File: src/rtl/glitc_clock_edge_finder.sv
// GLITC clock-input phase alignment controller.
// Sweeps the IDELAY tap, counts high samples per tap, finds the first
// low-to-high transition and parks the delay a fixed offset past it.
module glitc_clock_edge_finder #(
  parameter int SETTLE_CYCLES = 16,
  parameter int SAMPLE_BITS   = 8,
  parameter int EDGE_OFFSET   = 8,
  parameter int FAIL_TAP      = 0
) (
  input  logic       clk_i,
  input  logic       rst_n_i,
  input  logic       start_i,
  input  logic       sample_i,
  output logic [4:0] delay_o,
  output logic       load_o,
  output logic       busy_o,
  output logic       done_o,
  output logic       locked_o,
  output logic       fail_o,
  output logic [4:0] edge_tap_o
);

  localparam int N  = 1 << SAMPLE_BITS;
  localparam int CW = SAMPLE_BITS + 1;
  localparam int SW = (SETTLE_CYCLES > 1) ? $clog2(SETTLE_CYCLES) : 1;
  localparam int TW = (CW > SW) ? CW : SW;

  localparam logic [TW-1:0] SETTLE_LAST = TW'(SETTLE_CYCLES - 1);
  localparam logic [TW-1:0] COUNT_LAST  = TW'(N - 1);
  localparam logic [CW-1:0] HIGH_TH     = CW'((3 * N) / 4);
  localparam logic [CW-1:0] LOW_TH      = CW'(N / 4);
  localparam logic [4:0]    OFFSET      = 5'(EDGE_OFFSET % 32);
  localparam logic [4:0]    FAIL_VAL    = 5'(FAIL_TAP % 32);

  typedef enum logic [2:0] {
    S_IDLE,
    S_LOAD,
    S_SETTLE,
    S_COUNT,
    S_EVAL,
    S_APPLY,
    S_DONE
  } state_t;

  state_t        state;
  logic [4:0]    tap;
  logic [4:0]    cand;
  logic          cand_valid;
  logic          seen_low;
  logic [TW-1:0] timer;
  logic [CW-1:0] count;

  logic          is_high;
  logic          is_low;
  logic [4:0]    edge_sel;

  // Tap classification and edge choice, consumed only in EVAL
  always_comb begin
    is_high  = (count >= HIGH_TH);
    is_low   = (count <= LOW_TH);
    edge_sel = cand_valid ? cand : tap;
  end

  // Scan sequencer: all outputs are registered here
  always_ff @(posedge clk_i or negedge rst_n_i) begin
    if (!rst_n_i) begin
      state      <= S_IDLE;
      tap        <= '0;
      cand       <= '0;
      cand_valid <= 1'b0;
      seen_low   <= 1'b0;
      timer      <= '0;
      count      <= '0;
      delay_o    <= '0;
      load_o     <= 1'b0;
      busy_o     <= 1'b0;
      done_o     <= 1'b0;
      locked_o   <= 1'b0;
      fail_o     <= 1'b0;
      edge_tap_o <= '0;
    end else begin
      case (state)
        S_IDLE: begin
          load_o <= 1'b0;
          done_o <= 1'b0;
          if (start_i) begin
            locked_o   <= 1'b0;
            fail_o     <= 1'b0;
            edge_tap_o <= '0;
            seen_low   <= 1'b0;
            cand_valid <= 1'b0;
            tap        <= '0;
            delay_o    <= '0;
            load_o     <= 1'b1;
            busy_o     <= 1'b1;
            state      <= S_LOAD;
          end
        end
        S_LOAD: begin
          load_o <= 1'b0;
          timer  <= '0;
          state  <= S_SETTLE;
        end
        S_SETTLE: begin
          if (timer == SETTLE_LAST) begin
            timer <= '0;
            count <= '0;
            state <= S_COUNT;
          end else begin
            timer <= timer + TW'(1);
          end
        end
        S_COUNT: begin
          count <= count + CW'(sample_i);
          if (timer == COUNT_LAST) begin
            state <= S_EVAL;
          end else begin
            timer <= timer + TW'(1);
          end
        end
        S_EVAL: begin
          if (is_high && seen_low) begin
            locked_o   <= 1'b1;
            edge_tap_o <= edge_sel;
            delay_o    <= edge_sel + OFFSET;
            load_o     <= 1'b1;
            state      <= S_APPLY;
          end else begin
            if (is_low) begin
              seen_low   <= 1'b1;
              cand_valid <= 1'b0;
            end else if (!is_high && seen_low && !cand_valid) begin
              cand       <= tap;
              cand_valid <= 1'b1;
            end
            if (tap == 5'd31) begin
              fail_o  <= 1'b1;
              delay_o <= FAIL_VAL;
              load_o  <= 1'b1;
              state   <= S_APPLY;
            end else begin
              tap     <= tap + 5'd1;
              delay_o <= tap + 5'd1;
              load_o  <= 1'b1;
              state   <= S_LOAD;
            end
          end
        end
        S_APPLY: begin
          load_o <= 1'b0;
          done_o <= 1'b1;
          busy_o <= 1'b0;
          state  <= S_DONE;
        end
        S_DONE: begin
          done_o <= 1'b0;
          state  <= S_IDLE;
        end
        default: begin
          state <= S_IDLE;
        end
      endcase
    end
  end

endmodule

File: config.mk
export PLATFORM = sky130hd
export DESIGN_NAME = glitc_clock_edge_finder
export DESIGN_NICKNAME = d
export VERILOG_FILES = /design/src/rtl/glitc_clock_edge_finder.sv
export SDC_FILE = /design/constraint.sdc
export NUM_CORES = 1
export LEC_CHECK = 0
export CAP_MARGIN = 20
export CORE_ASPECT_RATIO = 0.6
export CORE_MARGIN = 4
export CORE_UTILIZATION = 37
export DETAILED_ROUTE_END_ITERATION = 10
export DONT_BUFFER_PORTS = 1
export PLACE_DENSITY = 0.63
export RECOVER_POWER = 50
export SLEW_MARGIN = 20
export SYNTH_ARGS = -nofsm -noshare
export SYNTH_HDL_FRONTEND = slang
export SYNTH_SLANG_ARGS = --single-unit
export TNS_END_PERCENT = 5
File: constraint.sdc
create_clock -name clk_i -period 2.3 [get_ports clk_i]
set_input_delay 0.69 -clock clk_i [delete_from_list [all_inputs] [get_ports clk_i]]
set_output_delay 0.69 -clock clk_i [all_outputs]
set_load 0.03 [all_outputs]
# After elaboration in Yosys (flattened, before gate mapping)
# Cells that the tools add are included.
[op_classes]
addsub = 4
magnitude_cmp = 2
n_eq_ne = 19
n_mux = 39
bitwise_logic = 2
n_reduce_logical = 25
[op_table]
columns = ["operator", "n"]
rows = [
  ["5-bit 2-to-1 mux", 7],
  ["5-bit one-hot mux with 2 select lines", 3],
  ["9-bit 2-to-1 mux", 3],
  ["9-bit one-hot mux with 3 select lines", 1],
  ["4-bit AND reduction", 5],
  ["2-bit inequality test (second input constant)", 9],
  ["3-bit one-hot mux with 6 select lines", 1],
  ["9-bit one-hot mux with 2 select lines", 1],
  ["3-bit 2-to-1 mux", 5],
  ["1-bit one-hot mux with 2 select lines", 6],
  ["1-bit 2-to-1 mux", 11],
  ["9-bit by 1-bit adder with 9-bit output", 1],
  ["9-bit by 1-bit adder with 9-bit output (second input constant)", 1],
  ["3-bit == test (second input constant)", 3],
  ["9-bit by 4-bit == test with 1-bit output (second input constant)", 1],
  ["9-bit by 8-bit == test with 1-bit output (second input constant)", 1],
  ["9-bit by 8-bit greater-or-equal comparator with 1-bit output (second input constant)", 1],
  ["9-bit by 7-bit <= comparator with 1-bit output (second input constant)", 1],
  ["2-bit AND reduction", 4],
  ["2-bit nonzero test", 4],
  ["3-bit by 2-bit == test with 1-bit output (second input constant)", 2],
  ["3-bit AND reduction", 2],
  ["3-bit nonzero test", 2],
  ["5-bit by 1-bit adder with 5-bit output (second input constant)", 1],
  ["other kinds (10)", 15],
]
[totals]
ff_bits = 48
input_bits = 4
output_inout_bits = 15
wordCells = 105

# Longest topological paths before layout
# Gate-level depths: netlist of the first run.
[depth]
word_depth = 8
ltp_mapped = 10
depth_no_buf = 8

# Worst setup path before layout of the first run
# No wires, ideal clock.
[synth_timing]
path_kind = "reg-to-reg"
start = "reg timer[0]"
end = "reg timer[7]"
setup_ns = 0.079
arrival_ns = 2.252
required_time_ns = 2.221
path_slack_ns = -0.030
path_stages_with_launch = 11
n_path_buf = 2
synth_period_minus_slack_ns = 2.330
cell_sequence = "dfrtp_1 ha_1 nand3_1 nor3_1 ha_1 and3_1 clkbuf_1 or2_0 clkbuf_1 or4_1 a21oi_1"
[synth_via]
elab_chain_len = 3
elab_cells_between_ends = 8
classes_between = "add/sub: 1; eq/ne: 3; mux: 3; reduce/logical: 1"
[synth_lines]
columns = ["item", "line", "text"]
rows = [
  ["start, declared", "50", "logic [TW-1:0] timer;"],
  ["start signal, assigned", "110", "timer <= timer + TW'(1);"],
  ["start signal, assigned", "118", "timer <= timer + TW'(1);"],
  ["9-bit by 1-bit adder with 9-bit output (tied with other cells)", "110, 118", ""],
  ["9-bit 2-to-1 mux (tied with other cells)", "115", "if (timer == COUNT_LAST) begin"],
  ["9-bit one-hot mux with 3 select lines / 2-bit AND reduction (equally long branches)", "--", ""],
]
# Several ways; a longest one is shown, not always the timed one. The select of a mux whose other input is x is not followed.
# A chain may end at the register's enable or synchronous reset.

# Worst setup path in the final report of the first run
# Ends and elaborated chain as after synthesis.

==> flow_summary.yaml, run 1 <==
job:
  drv_cap: 0
final_layout:
  drive_gt1_frac: 0.126
  layout.nets: 270
  final_cells: 345
  fin_util: 0.444
  diodes: 0
  areaGrowthSynthToFinish_pct: 11.8
setup_path:
  cp.arrival_ns: 2.37
  rr_endpoint: "timer[7]$_DFFE_PN0P_"
  crit_chain: "ha_1 -> nand3_2 -> nor3_1 -> ha_1 -> and3_4 -> or2_0 -> or4_1 -> a21oi_1"
  cpMaxStageDelayCell: "or4_1"
  r2r_start: "timer[0]$_DFFE_PN0P_"
  critPathKind: "flip-flop to flip-flop"
  crit_required_ns: 2.52
  critPathMaxStageDelay_ns: 0.47
  r2r_cells: 8
  endpoint_kind: "flip-flop"
  crit_top_cell: "ha_1"
  rrSetupSlack_ns: 0.15
  path_max_fanout: 6
  cp-start-kind: "flip-flop"
yosys:
  synth_cells: 253
  synth_cell_type_count: 51
  synth-seq-area-share: 0.476
  synth_top_area_frac: 0.476
  ys.flop_type: "dfrtp_1"
  synth_area_leader_cell: "dfrtp_1"
  syn_nets: 263
  async_reset_ff_frac: 1.00
  yosysWarnings: 0
  yosys-top-cells-area: "dfrtp_1 (48%), nand2_1 (3.7%), mux2i_1 (3.6%)"
  synth_edf_count: 0
  syn-cell-area_um2: 2520
  synth_seq_cells: 48
  postSynthAreaPerCell_um2: 9.98
clock_network:
  clkTransAtPathRegs_ns: 0.06
  h-tree-depth: 2
  clk-insertion-delay-late_ns: 0.29
  cts.sinks: 48
  cts_tree: "built"
  numCtsBuffers: 5
  cts_root_buf: "clkbuf_16"
  clockBufferDepth: 2
  ctsHoldBuffers: 0
floorplan:
  io_pins: 19
  fp-row-count: 22
  die_x_um: 115
  floorplan.initialDensity: 0.397
  design.core.area_um2: 6360
  die-area_um2: 8250
  dieHeight_um: 72.0
grt:
  grt_max_degree: 49
  first_global_vias: 1711
  grt.total_usage: 0.150
  use_met3: 0.0467
  busiest_layer: "met1"
  antenna_found_initial: 0
  grtUsageMet1: 0.254
  gr-total-overflow: 0
  grt_pass1_wl_um: 9570
  use_met2: 0.164
routing:
  firstDrtPassIters: 4
  ant_nets: 0
  first_iter_violations: 154
  drc: 0
  wire_per_inst_um: 16.8
  wirelength_um: 5800
  vias: 1922
  avgViaCountPerCell: 5.57
sta:
  period_needed_ns: 2.15
  min_period_over_period: 0.935
  layout_setup_ws_ns: 0.149
  finalSetupTns_ns: 0
  timing.fmax_ghz: 0.465
  finalSetupViolations: 0
  finalHoldViolations: 0
  rsz0062_at_grt: "no"
  drv_slew: 0
  slew_headroom: 0.453
  tightest_slew_ns: 0.820
  clock_skew_ns: 0.00259
status:
  outcome: "finished clean"
power:
  ir_worst_vdd_mv: 0.416
  p_leak_nw: 1.21
  power_density_nw_per_um2: 650
place:
  dp.cells: 336
  hpwl_um: 4210
  pre_cts_slack_ns: 0.0626
  gp_congestion: 0.831
  io_buffers: 0
hold_path:
  hp-class: "input port to asynchronous set/reset pin"
[per-layer routing]
layer / up-vias / routed length, um
met5: - / 0
met4: 0 / 59
met3: 5 / 322
met2: 54 / 1970
met1: 909 / 3440
li1: 954 / -
[registers in the layout, indices dropped and copies added (netlist names), 3 cells and up]
register and count:
timer 9, edge_tap_o 5, count 9, cand 5, tap 5, state 3, delay_o 5
[layout by cell type (no fill, tap or decap), types with 3 or more instances in the layout]
cell       instances
nand2b_1           4
o2bb2ai_1          4
o311ai_0           4
mux2_2             6
or4_1              3
nand4_1            3
a22o_1             5
mux2i_1            9
o21ai_1            3
a21o_1             3
buf_4             12
o31ai_1            4
a21oi_1           11
nand2_1           25
ha_1               6
clkbuf_16          5
inv_1              5
xnor2_1            6
or3_1              5
nor2_1            15
nand3_1           12
o21ai_0           12
dfrtp_1           48
nor3_1             9
xor2_1             3
[cell type report]
cell class | instances | area, um^2
fillers | 595 | 3530
multi-input cells | 186 | 1250
flip-flops and latches | 48 | 1200
clock buffers | 6 | 139
well taps | 84 | 105
repair buffers | 14 | 97.6
inverters | 5 | 18.8
clock inverters | 2 | 10.0
[repair_timing]
action,4_1_cts,5_1_grt
endpoints found under the setup margin,0,4
setup buffers,0,1
resized for setup,0,4
[cells in the mapped netlist, drive strengths merged, types with 2 or more instances]
cell type,n
dfrtp,48
nand2,25
nor2,16
o21ai,15
nand3,13
a21oi,11
clkbuf,11
mux2i,9
nor3,9
ha,6
mux2,6
xnor2,6
a22o,5
inv,5
o31ai,5
or3,5
nand2b,4
o2bb2ai,4
o311ai,4
a21o,3
buf,3
nand4,3
nor4,3
or4,3
xor2,3
a211o,2
a221o,2
a32o,2
and3,2
nor3b,2
o211ai,2
o22ai,2
or2,2
[per-stage QoR]
stage	total power [W]	hold slack [ns]	instance area [um^2]
2_1_floorplan	0.00108	0.394	2530
3_3_place_gp	0.00110	0.396	2670
3_5_place_dp	0.00111	0.396	2670
4_1_cts	0.00186	0.0804	2820
5_1_grt	0.00193	0.0715	2820
6_report	0.00184	0.0879	2820
[power breakdown]
part	internal (W)	switching, W	leakage, nW
Sequential	0.000895	0.0000646	0.599
Clock	0.000429	0.000311	0.0766
Combinational	0.0000757	0.0000605	0.531
Total	0.00140	0.000436	1.21
[worst max-delay path: cells and delay by family, from the launching register on]
kind,cells,cell delay [ns]
AO/OA/AOI/OAI,1,0.16
adder cells (fa/ha/maj),2,0.44
flip-flops,1,0.38
AND/OR/NAND/NOR,5,1.10
[worst max-delay path by stage]
stage / start / to / slack, ns / cells after the start
CTS: timer[1]$_DFFE_PN0P_ / timer[8]$_DFFE_PN0P_ / 0.06 / 9
global placement: timer[1]$_DFFE_PN0P_ / timer[7]$_DFFE_PN0P_ / 0.17 / 8
floorplan: timer[0]$_DFFE_PN0P_ / timer[7]$_DFFE_PN0P_ / 0.01 / 10
global route: timer[0]$_DFFE_PN0P_ / timer[7]$_DFFE_PN0P_ / 0.03 / 8
finish: timer[0]$_DFFE_PN0P_ / timer[7]$_DFFE_PN0P_ / 0.15 / 8
detailed placement: timer[1]$_DFFE_PN0P_ / timer[7]$_DFFE_PN0P_ / 0.06 / 8
[kinds of logic after synthesis]
family	after synthesis	synth area share
compound gates	64	0.180
xor+xnor	9	0.0312
fa+ha+maj	6	0.0297
buf+inv	19	0.0322
flops	48	0.476
mux	15	0.0624
simple gates	92	0.189
Note: power is estimated with default switching activity, not from simulation.
==> run 2, diff against run 1 <==
Settings changed: PLACE_DENSITY 0.63 to 0.61, SETUP_SLACK_MARGIN set to 0.02.
Clock period 2.3 ns to 2.2 ns, I/O delays scaled along.
==> flow_summary.yaml, run 2 (same netlist as run 1, synthesis figures left out) <==
setup_path:
  critPathKind: "flip-flop to flip-flop"
  endpoint_kind: "flip-flop"
  rrSetupSlack_ns: 0.08
  cp-start-kind: "flip-flop"
  crit_top_cell: "ha_2"
  path_max_fanout: 6
  rr_endpoint: "timer[7]$_DFFE_PN0P_"
  cp.arrival_ns: 2.33
  crit_required_ns: 2.41
  worst-path-buf-inv: 0
  r2r_start: "timer[1]$_DFFE_PN0P_"
  cp-startpoint: "timer[1]$_DFFE_PN0P_"
  r2r_cells: 8
  critPathMaxStageDelay_ns: 0.51
  cp_num_cells: 8
  path_delay_family: "simple AND/OR/NAND/NOR gates"
  crit_end: "timer[7]$_DFFE_PN0P_"
  cpMaxStageDelayCell: "or4_1"
  crit_chain: "ha_2 -> nand3_2 -> nor3_1 -> ha_2 -> and3_4 -> or2_1 -> or4_1 -> a21oi_2"
routing:
  vias: 1938
  wirelength_um: 5850
  first_iter_violations: 117
  firstDrtPassIters: 4
  ant_nets: 0
  wire_per_inst_um: 16.9
  drc: 0
  avgViaCountPerCell: 5.60
clock_network:
  clk-insertion-delay-late_ns: 0.28
  numCtsBuffers: 5
  cts_root_buf: "clkbuf_16"
  cts.sinks: 48
  h-tree-depth: 2
  cts_tree: "built"
  ctsHoldBuffers: 0
  clockBufferDepth: 2
  clkTransAtPathRegs_ns: 0.06
power:
  power_density_nw_per_um2: 674
  p_total_w: 0.00191
  ir_worst_vdd_mv: 0.302
  p_leak_nw: 1.20
grt:
  gr-total-overflow: 0
  grt_max_degree: 49
  grt_pass1_wl_um: 9910
  antenna_found_initial: 0
  grt.total_usage: 0.151
  first_global_vias: 1854
sta:
  timing.fmax_ghz: 0.471
  finalHoldViolations: 0
  period_needed_ns: 2.12
  slew_headroom: 0.538
  clock_skew_ns: 0.00477
  whs_ns: 0.0697
  drv_slew: 0
  finalSetupViolations: 0
  min_period_over_period: 0.966
  tightest_slew_ns: 0.688
final_layout:
  drive_gt1_frac: 0.126
  final_cell_mix: "dfrtp_1 (48), nand2_1 (25), nor2_1 (15), o21ai_0 (13), nand3_1 (12)"
  layout.nets: 271
  final_cells: 346
  top_regs: "count: 9 flops, timer: 9 flops"
  diodes: 0
  final_common_cell: "dfrtp_1"
  fill_cells: 607
  areaGrowthSynthToFinish_pct: 12.1
status:
  outcome: "finished clean"
place:
  gp_congestion: 0.832
  io_buffers: 0
  dp.cells: 337
  hpwl_um: 4190
floorplan:
  die_x_um: 115
  dieHeight_um: 72.0
  design.core.area_um2: 6360
  io_pins: 19
  die-area_um2: 8250
  fp-row-count: 22
  floorplan.initialDensity: 0.397
job:
  drv_cap: 0
hold_path:
  hp-class: "input port to asynchronous set/reset pin"
[run 2: cell types whose count changed in the layout (fill, tap and decap cells not counted), sizes merged]
cell | previous run | this run
clkbuf | 8 | 12
buf | 12 | 11
clkinv | 2 | 0
[run 2: worst reg2reg max path, delay by kind of cell (launching register included)]
family	cells	cell delay, ns
AO/OA/AOI/OAI	1	0.14
adder cells (fa/ha/maj)	2	0.40
flip-flops	1	0.40
AND/OR/NAND/NOR	5	1.12
[run 2: area by class of cell]
cell class	count	area, um^2	share of cell area
Clock buffer	8	146	0.0517
Multi-Input combinational cell	186	1260	0.446
Timing Repair Buffer	15	97.6	0.0345
Inverter	5	18.8	0.00663
Tap cell	84	105	0.0371
Sequential cell	48	1200	0.424
[run 2: per-stage QoR]
| stage | setup slack [ns] | util | setup TNS (ns) | cell area [um^2] |
|---|---|---|---|---|
| 2_1_floorplan | 0.0263 | - | 0 | 2540 |
| 3_3_place_gp | 0.116 | 0.422 | 0 | 2680 |
| 3_5_place_dp | 0.0355 | 0.422 | 0 | 2680 |
| 4_1_cts | 0.0229 | 0.445 | 0 | 2830 |
| 5_1_grt | -0.0264 | 0.445 | -0.0264 | 2830 |
| 6_report | 0.0758 | 0.445 | 0 | 2830 |
[run 2: worst min-delay path by stage]
stage	start	to	slack, ns
after floorplan	rst_n_i	busy_o$_DFFE_PN0P_	0.36
after global placement	rst_n_i	edge_tap_o[0]$_DFFE_PN0P_	0.37
after detailed placement	rst_n_i	delay_o[0]$_DFFE_PN0P_	0.37
after CTS	rst_n_i	timer[0]$_DFFE_PN0P_	0.06
after global routing	rst_n_i	delay_o[0]$_DFFE_PN0P_	0.06
final	rst_n_i	tap[1]$_DFFE_PN0P_	0.07
[run 2: what timing repair did]
item	in CTS	in global routing
setup endpoints to repair	0	5
gates resized for setup	0	5
setup buffers	0	1
[run 2: per-layer routing]
layer	track usage	vias to the layer above	part of all wire
li1	-	949	-
met1	0.245	946	0.55
met2	0.191	39	0.37
met3	0.0450	4	0.070
met4	0.0290	0	0.0082
met5	0	-	0
[run 2: power by group]
part | switching (W) | internal, W
Sequential | 0.0000683 | 0.000936
Clock | 0.000307 | 0.000454
Combinational | 0.0000629 | 0.0000796
Total | 0.000438 | 0.00147
==> RTL edit 1: new RTL, config.mk and constraints of run 2 <==
`SETTLE_CYCLES`: 16 -> 32.
--- a/src/rtl/glitc_clock_edge_finder.sv
+++ b/src/rtl/glitc_clock_edge_finder.sv
@@ -2,7 +2,7 @@
 // Sweeps the IDELAY tap, counts high samples per tap, finds the first
 // low-to-high transition and parks the delay a fixed offset past it.
 module glitc_clock_edge_finder #(
-  parameter int SETTLE_CYCLES = 16,
+  parameter int SETTLE_CYCLES = 32,
   parameter int SAMPLE_BITS   = 8,
   parameter int EDGE_OFFSET   = 8,
   parameter int FAIL_TAP      = 0
Check against the original RTL: same outputs for any inputs over 10 cycles, from zero or initial values and one cycle with rst_n_i low; that may be too few to reach the edited logic, so the function may still have changed.
==> RTL edit 1 against run 2 <==
  * Total power fell by 7.4%
  * Non-clock buffer count is 2 lower
  * Worst setup slack better by 0.014 ns
  * Synthesized area fell by 3.8%
  * Via count fell by 2.9%
  * Routed wire length is 5.1% lower
  * Design area is 3.6% lower
  * Synthesized cell count fell by 4.7%
  * Sequential cell count is the same
  * Highest routed layer unchanged
==> RTL edit 1: results (changes against run 2) <==
pg_clk_uw: 665  # -13%
clkLatencyLatePin_ns: 0.30  # +0.02 ns
grtUsageTotal: 0.149  # -0.00196
synth.yosys.seq_area_share: 0.495  # +0.0189
worst-r2r-cell-count: 8  # unchanged
status: "finished, final reports clean"
fin_nets: 261  # -3.7%
grtUsageMet2: 0.180  # -0.0111
crit_path_max_fanout: 5  # -1
grt_util_met3: 0.0598  # +0.0148
dpl.hpwl_mm: 3.95  # -5.6%
via_count_of_the_first_global_routing_pass: 1815  # -2.1%
route.layer.met1.wl_mm: 3.03  # -6.0%
post_drt_via_cell_ratio: 5.60  # about the same
timing.hold.ws_ns: 0.0396  # -0.0301 ns
fraction_of_layout_instances_using_a_drive_strength_above_1: 0.131  # +0.00500
drt_iter0_markers: 98  # -16%
route.met2.wl_mm: 2.02  # -6.6%
first_pass_grt_wire_length_mm: 9.63  # -2.8%
power_switching_uw: 429  # -2.1%
clockRootBuffer: "sky130_fd_sc_hd__clkbuf_8"
final.setup_skew_ns: 0.0102  # +0.00544 ns
number_of_detailed_route_iterations_in_the_first_pass: 5  # +1
cts_repair_resizes: 0  # unchanged
routed-wl-met3_um: 460  # +12%
cts.clk_slew.worst_paths_ns: 0.10  # +0.04 ns
hold_class: "in -> async"
yosys-top-cells-area: "sky130_fd_sc_hd__dfrtp_1 49%, sky130_fd_sc_hd__nand2_1 3.9%, sky130_fd_sc_hd__o21ai_0 3.5%, sky130_fd_sc_hd__a21oi_1 3.1%, sky130_fd_sc_hd__ha_1 3.1%"
tightest_slew_ns: 0.653  # -0.0348 ns
r2r-start: "timer[1]"
p_int_mw: 1.34  # -9.0%
place_congestion: 0.789  # -5.2%
synth_cell_types: 42  # -18%
irDropWorstVdd_v: 0.000283  # -6.5%
detailed_place.area_um2: 2580  # -3.8%
power.static_leakage_nw: 1.24  # +3.3%
drt-wirelength-per-cell_um: 16.5  # -2.3%
yosys-top-cells-count: "48 x sky130_fd_sc_hd__dfrtp_1, 25 x sky130_fd_sc_hd__nand2_1, 17 x sky130_fd_sc_hd__o21ai_0"
synth.net_count: 251  # -4.6%
grt_util_met1: 0.240  # -0.00526
==> RTL edit 1: kinds of logic (layout without fill, tap and decap cells) <==
family,after synthesis,in the layout,share of synthesized area
AOI/OAI and AO/OA,72,72,0.199
xor gates and xnor gates,5,5,0.0180
adders and majority gates,6,6,0.0309
buffers and inverters,14,25,0.0227
DFF,48,48,0.495
muxes,12,12,0.0525
and+or+nand+nor,84,84,0.182
==> RTL edit 1: metrics by stage <==
| step | cells | setup WS [ns] |
|---|---|---|
| after floorplan | 241 | 0.0386 |
| after global placement | 325 | 0.153 |
| after detailed placement | 325 | 0.0763 |
| after CTS | 333 | 0.0622 |
| after global routing | 336 | 0.00790 |
| final | 336 | 0.0895 |
==> RTL edit 1: area by class of cell <==
cell class | instances | area, um2
well taps | 84 | 105
clock buffers | 5 | 68.8
repair buffers | 13 | 86.3
multi-input cells | 179 | 1210
fillers | 590 | 3520
clock inverters | 3 | 46.3
flip-flops and latches | 48 | 1200
inverters | 4 | 15.0
==> RTL edit 2: new RTL, flow settings as in run 2 <==
Without the edit above. Register the output `delay_o` once more, with the module's reset; this adds one clock of latency there. The other outputs are not delayed to match.
--- a/src/rtl/glitc_clock_edge_finder.sv
+++ b/src/rtl/glitc_clock_edge_finder.sv
@@ -42,6 +42,8 @@
     S_DONE
   } state_t;
 
+  logic [4:0] delay_s0;
+
   state_t        state;
   logic [4:0]    tap;
   logic [4:0]    cand;
@@ -71,7 +73,7 @@
       seen_low   <= 1'b0;
       timer      <= '0;
       count      <= '0;
-      delay_o    <= '0;
+      delay_s0   <= '0;
       load_o     <= 1'b0;
       busy_o     <= 1'b0;
       done_o     <= 1'b0;
@@ -90,7 +92,7 @@
             seen_low   <= 1'b0;
             cand_valid <= 1'b0;
             tap        <= '0;
-            delay_o    <= '0;
+            delay_s0   <= '0;
             load_o     <= 1'b1;
             busy_o     <= 1'b1;
             state      <= S_LOAD;
@@ -122,7 +124,7 @@
           if (is_high && seen_low) begin
             locked_o   <= 1'b1;
             edge_tap_o <= edge_sel;
-            delay_o    <= edge_sel + OFFSET;
+            delay_s0   <= edge_sel + OFFSET;
             load_o     <= 1'b1;
             state      <= S_APPLY;
           end else begin
@@ -135,12 +137,12 @@
             end
             if (tap == 5'd31) begin
               fail_o  <= 1'b1;
-              delay_o <= FAIL_VAL;
+              delay_s0 <= FAIL_VAL;
               load_o  <= 1'b1;
               state   <= S_APPLY;
             end else begin
               tap     <= tap + 5'd1;
-              delay_o <= tap + 5'd1;
+              delay_s0 <= tap + 5'd1;
               load_o  <= 1'b1;
               state   <= S_LOAD;
             end
@@ -163,5 +165,13 @@
     end
   end
 
+  always_ff @(posedge clk_i or negedge rst_n_i) begin
+    if (!rst_n_i) begin
+      delay_o <= '0;
+    end else begin
+      delay_o <= delay_s0;
+    end
+  end
+
 endmodule
 
Behaviour: no difference found for any inputs over 10 cycles, from zero or initial values and one cycle with rst_n_i low; that may be too few to reach the edited logic, so the function may still have changed.
==> RTL edit 2 against run 2 <==
  * Sequential cell count grew 5
  * Sequential share of layout area grew 6.3 points
  * Design area decreased by 3.8%
  * Sequential power increased by 11%
  * Clock power is 29% lower
  * Worst setup slack better by 0.082 ns
  * Routed wire length is 14% lower
  * Total power shrank 6.7%
  * Synthesized area shrank 2.4%
  * Non-clock buffer count fell by 5
  * Worst hold slack got worse by 0.029 ns
  * Critical path type unchanged
  * Critical endpoint is now timer[1]
  * Largest power group unchanged
==> RTL edit 2: results (changes against run 2) <==
power.static_leakage_nw: 1.26  # +4.9%
yosys-top-cells-count: "53 x sky130_fd_sc_hd__dfrtp_1, 19 x sky130_fd_sc_hd__nand2_1, 15 x sky130_fd_sc_hd__nor2_1"
drt-wirelength-per-cell_um: 15.6  # -8.0%
post_drt_via_cell_ratio: 5.24  # -6.5%
drt_iter0_markers: 70  # -40%
grtUsageTotal: 0.131  # -0.0198
antenna_cells_inserted: 0  # unchanged
final.setup_skew_ns: 0.00316  # -0.00161 ns
syn_area_per_cell_um2: 10.8  # +7.9%
route.final.wire_length_mm: 5.02  # -14%
fin_nets: 248  # -8.5%
cts_buffers: 5  # unchanged
clockRootBuffer: "sky130_fd_sc_hd__clkbuf_8"
arrival_ns: 2.24  # -0.09 ns
tightest_slew_ns: 0.798  # +0.110 ns
ant_nets: 0  # unchanged
fraction_of_layout_instances_using_a_drive_strength_above_1: 0.138  # +0.0121
place_congestion: 0.878  # +5.6%
synth.yosys.seq_area_share: 0.538  # +0.0624
yosys-top-cells-area: "sky130_fd_sc_hd__dfrtp_1 54%, sky130_fd_sc_hd__ha_1 3.0%, sky130_fd_sc_hd__nand2_1 2.9%, sky130_fd_sc_hd__nand3_1 2.6%, sky130_fd_sc_hd__o21ai_0 2.6%"
via_count_of_the_first_global_routing_pass: 1591  # -14%
synth.net_count: 239  # -9.1%
place.detailed.instances: 315  # -6.5%
preCtsSetupSlack_ns: 0.0101  # -0.0254 ns
grt_max_degree: 54  # +10%
irDropWorstVdd_v: 0.000285  # -5.7%
first_pass_grt_wire_length_mm: 8.34  # -16%
count_of_filler_cells_inserted_in_the_layout: 597  # -1.6%
synth_cell_types: 44  # -14%
cts.clk_slew.worst_paths_ns: 0.09  # +0.03 ns
cts_repair_resizes: 1  # +1
dpl.hpwl_mm: 3.60  # -14%
status: "finished, final reports clean"
## RTL edit 2: logic make-up after synthesis
logic type / share of synthesized area
AO/OA/AOI/OAI: 0.144
XOR/XNOR: 0.0355
adder cells (fa/ha/maj): 0.0305
buffers and inverters: 0.0233
flip-flops: 0.538
multiplexers: 0.0472
AND/OR/NAND/NOR: 0.181
## RTL edit 2: path summary, 6_finish.rpt
path                                  start         end  slack [ns]  cells after the start
min in group clk_i              delay_s0[0]  delay_o[0]        0.39                      0
worst min register to register  delay_s0[0]  delay_o[0]        0.39                      0
max in group asynchronous           rst_n_i    count[7]        2.08                      0
worst min-delay path                rst_n_i    count[5]        0.04                      0
worst max register to register     timer[0]    timer[1]        0.16                      7
worst max-delay path               timer[0]    timer[1]        0.16                      7
## RTL edit 2: where the power goes
group	leakage (nW)	internal [mW]	total, mW	switching [mW]
logic	0.541	0.0649	0.130	0.0646
clock network	0.0385	0.226	0.542	0.316
registers	0.677	1.03	1.11	0.0745
total	1.26	1.32	1.78	0.455
## RTL edit 2: stage by stage
stage	power (mW)	cell area [um2]
after detailed placement	1.26	2610
after global placement	1.25	2610
after global routing	1.86	2720
final	1.78	2720
after CTS	1.79	2700
after floorplan	1.22	2460
## RTL edit 2: layer usage
layer	GRT usage	vias up	share of wire
met2	0.163	30	0.37
met3	0.0414	8	0.074
li1	-	853	-
met5	0	-	0
met1	0.213	801	0.54
met4	0.0320	0	0.0080
## RTL edit 2: cell type report
cell class | count | area [um2] | share of cell area
Clock buffer | 7 | 76.3 | 0.0280
Clock inverter | 1 | 7.51 | 0.00276
Inverter | 5 | 18.8 | 0.00689
Multi-Input combinational cell | 163 | 1120 | 0.412
Sequential cell | 53 | 1330 | 0.487
Tap cell | 84 | 105 | 0.0386
Timing Repair Buffer | 10 | 67.6 | 0.0248
## RTL edit 2: critical path, cell delays in order (launching register included)
cell and delay [ns]:
sky130_fd_sc_hd__dfrtp_1 0.42, sky130_fd_sc_hd__ha_1 0.22, sky130_fd_sc_hd__and3_1 0.18, sky130_fd_sc_hd__and3_1 0.17, sky130_fd_sc_hd__ha_1 0.20, sky130_fd_sc_hd__and3_4 0.23
sky130_fd_sc_hd__or2_2 0.32, sky130_fd_sc_hd__a22o_1 0.19
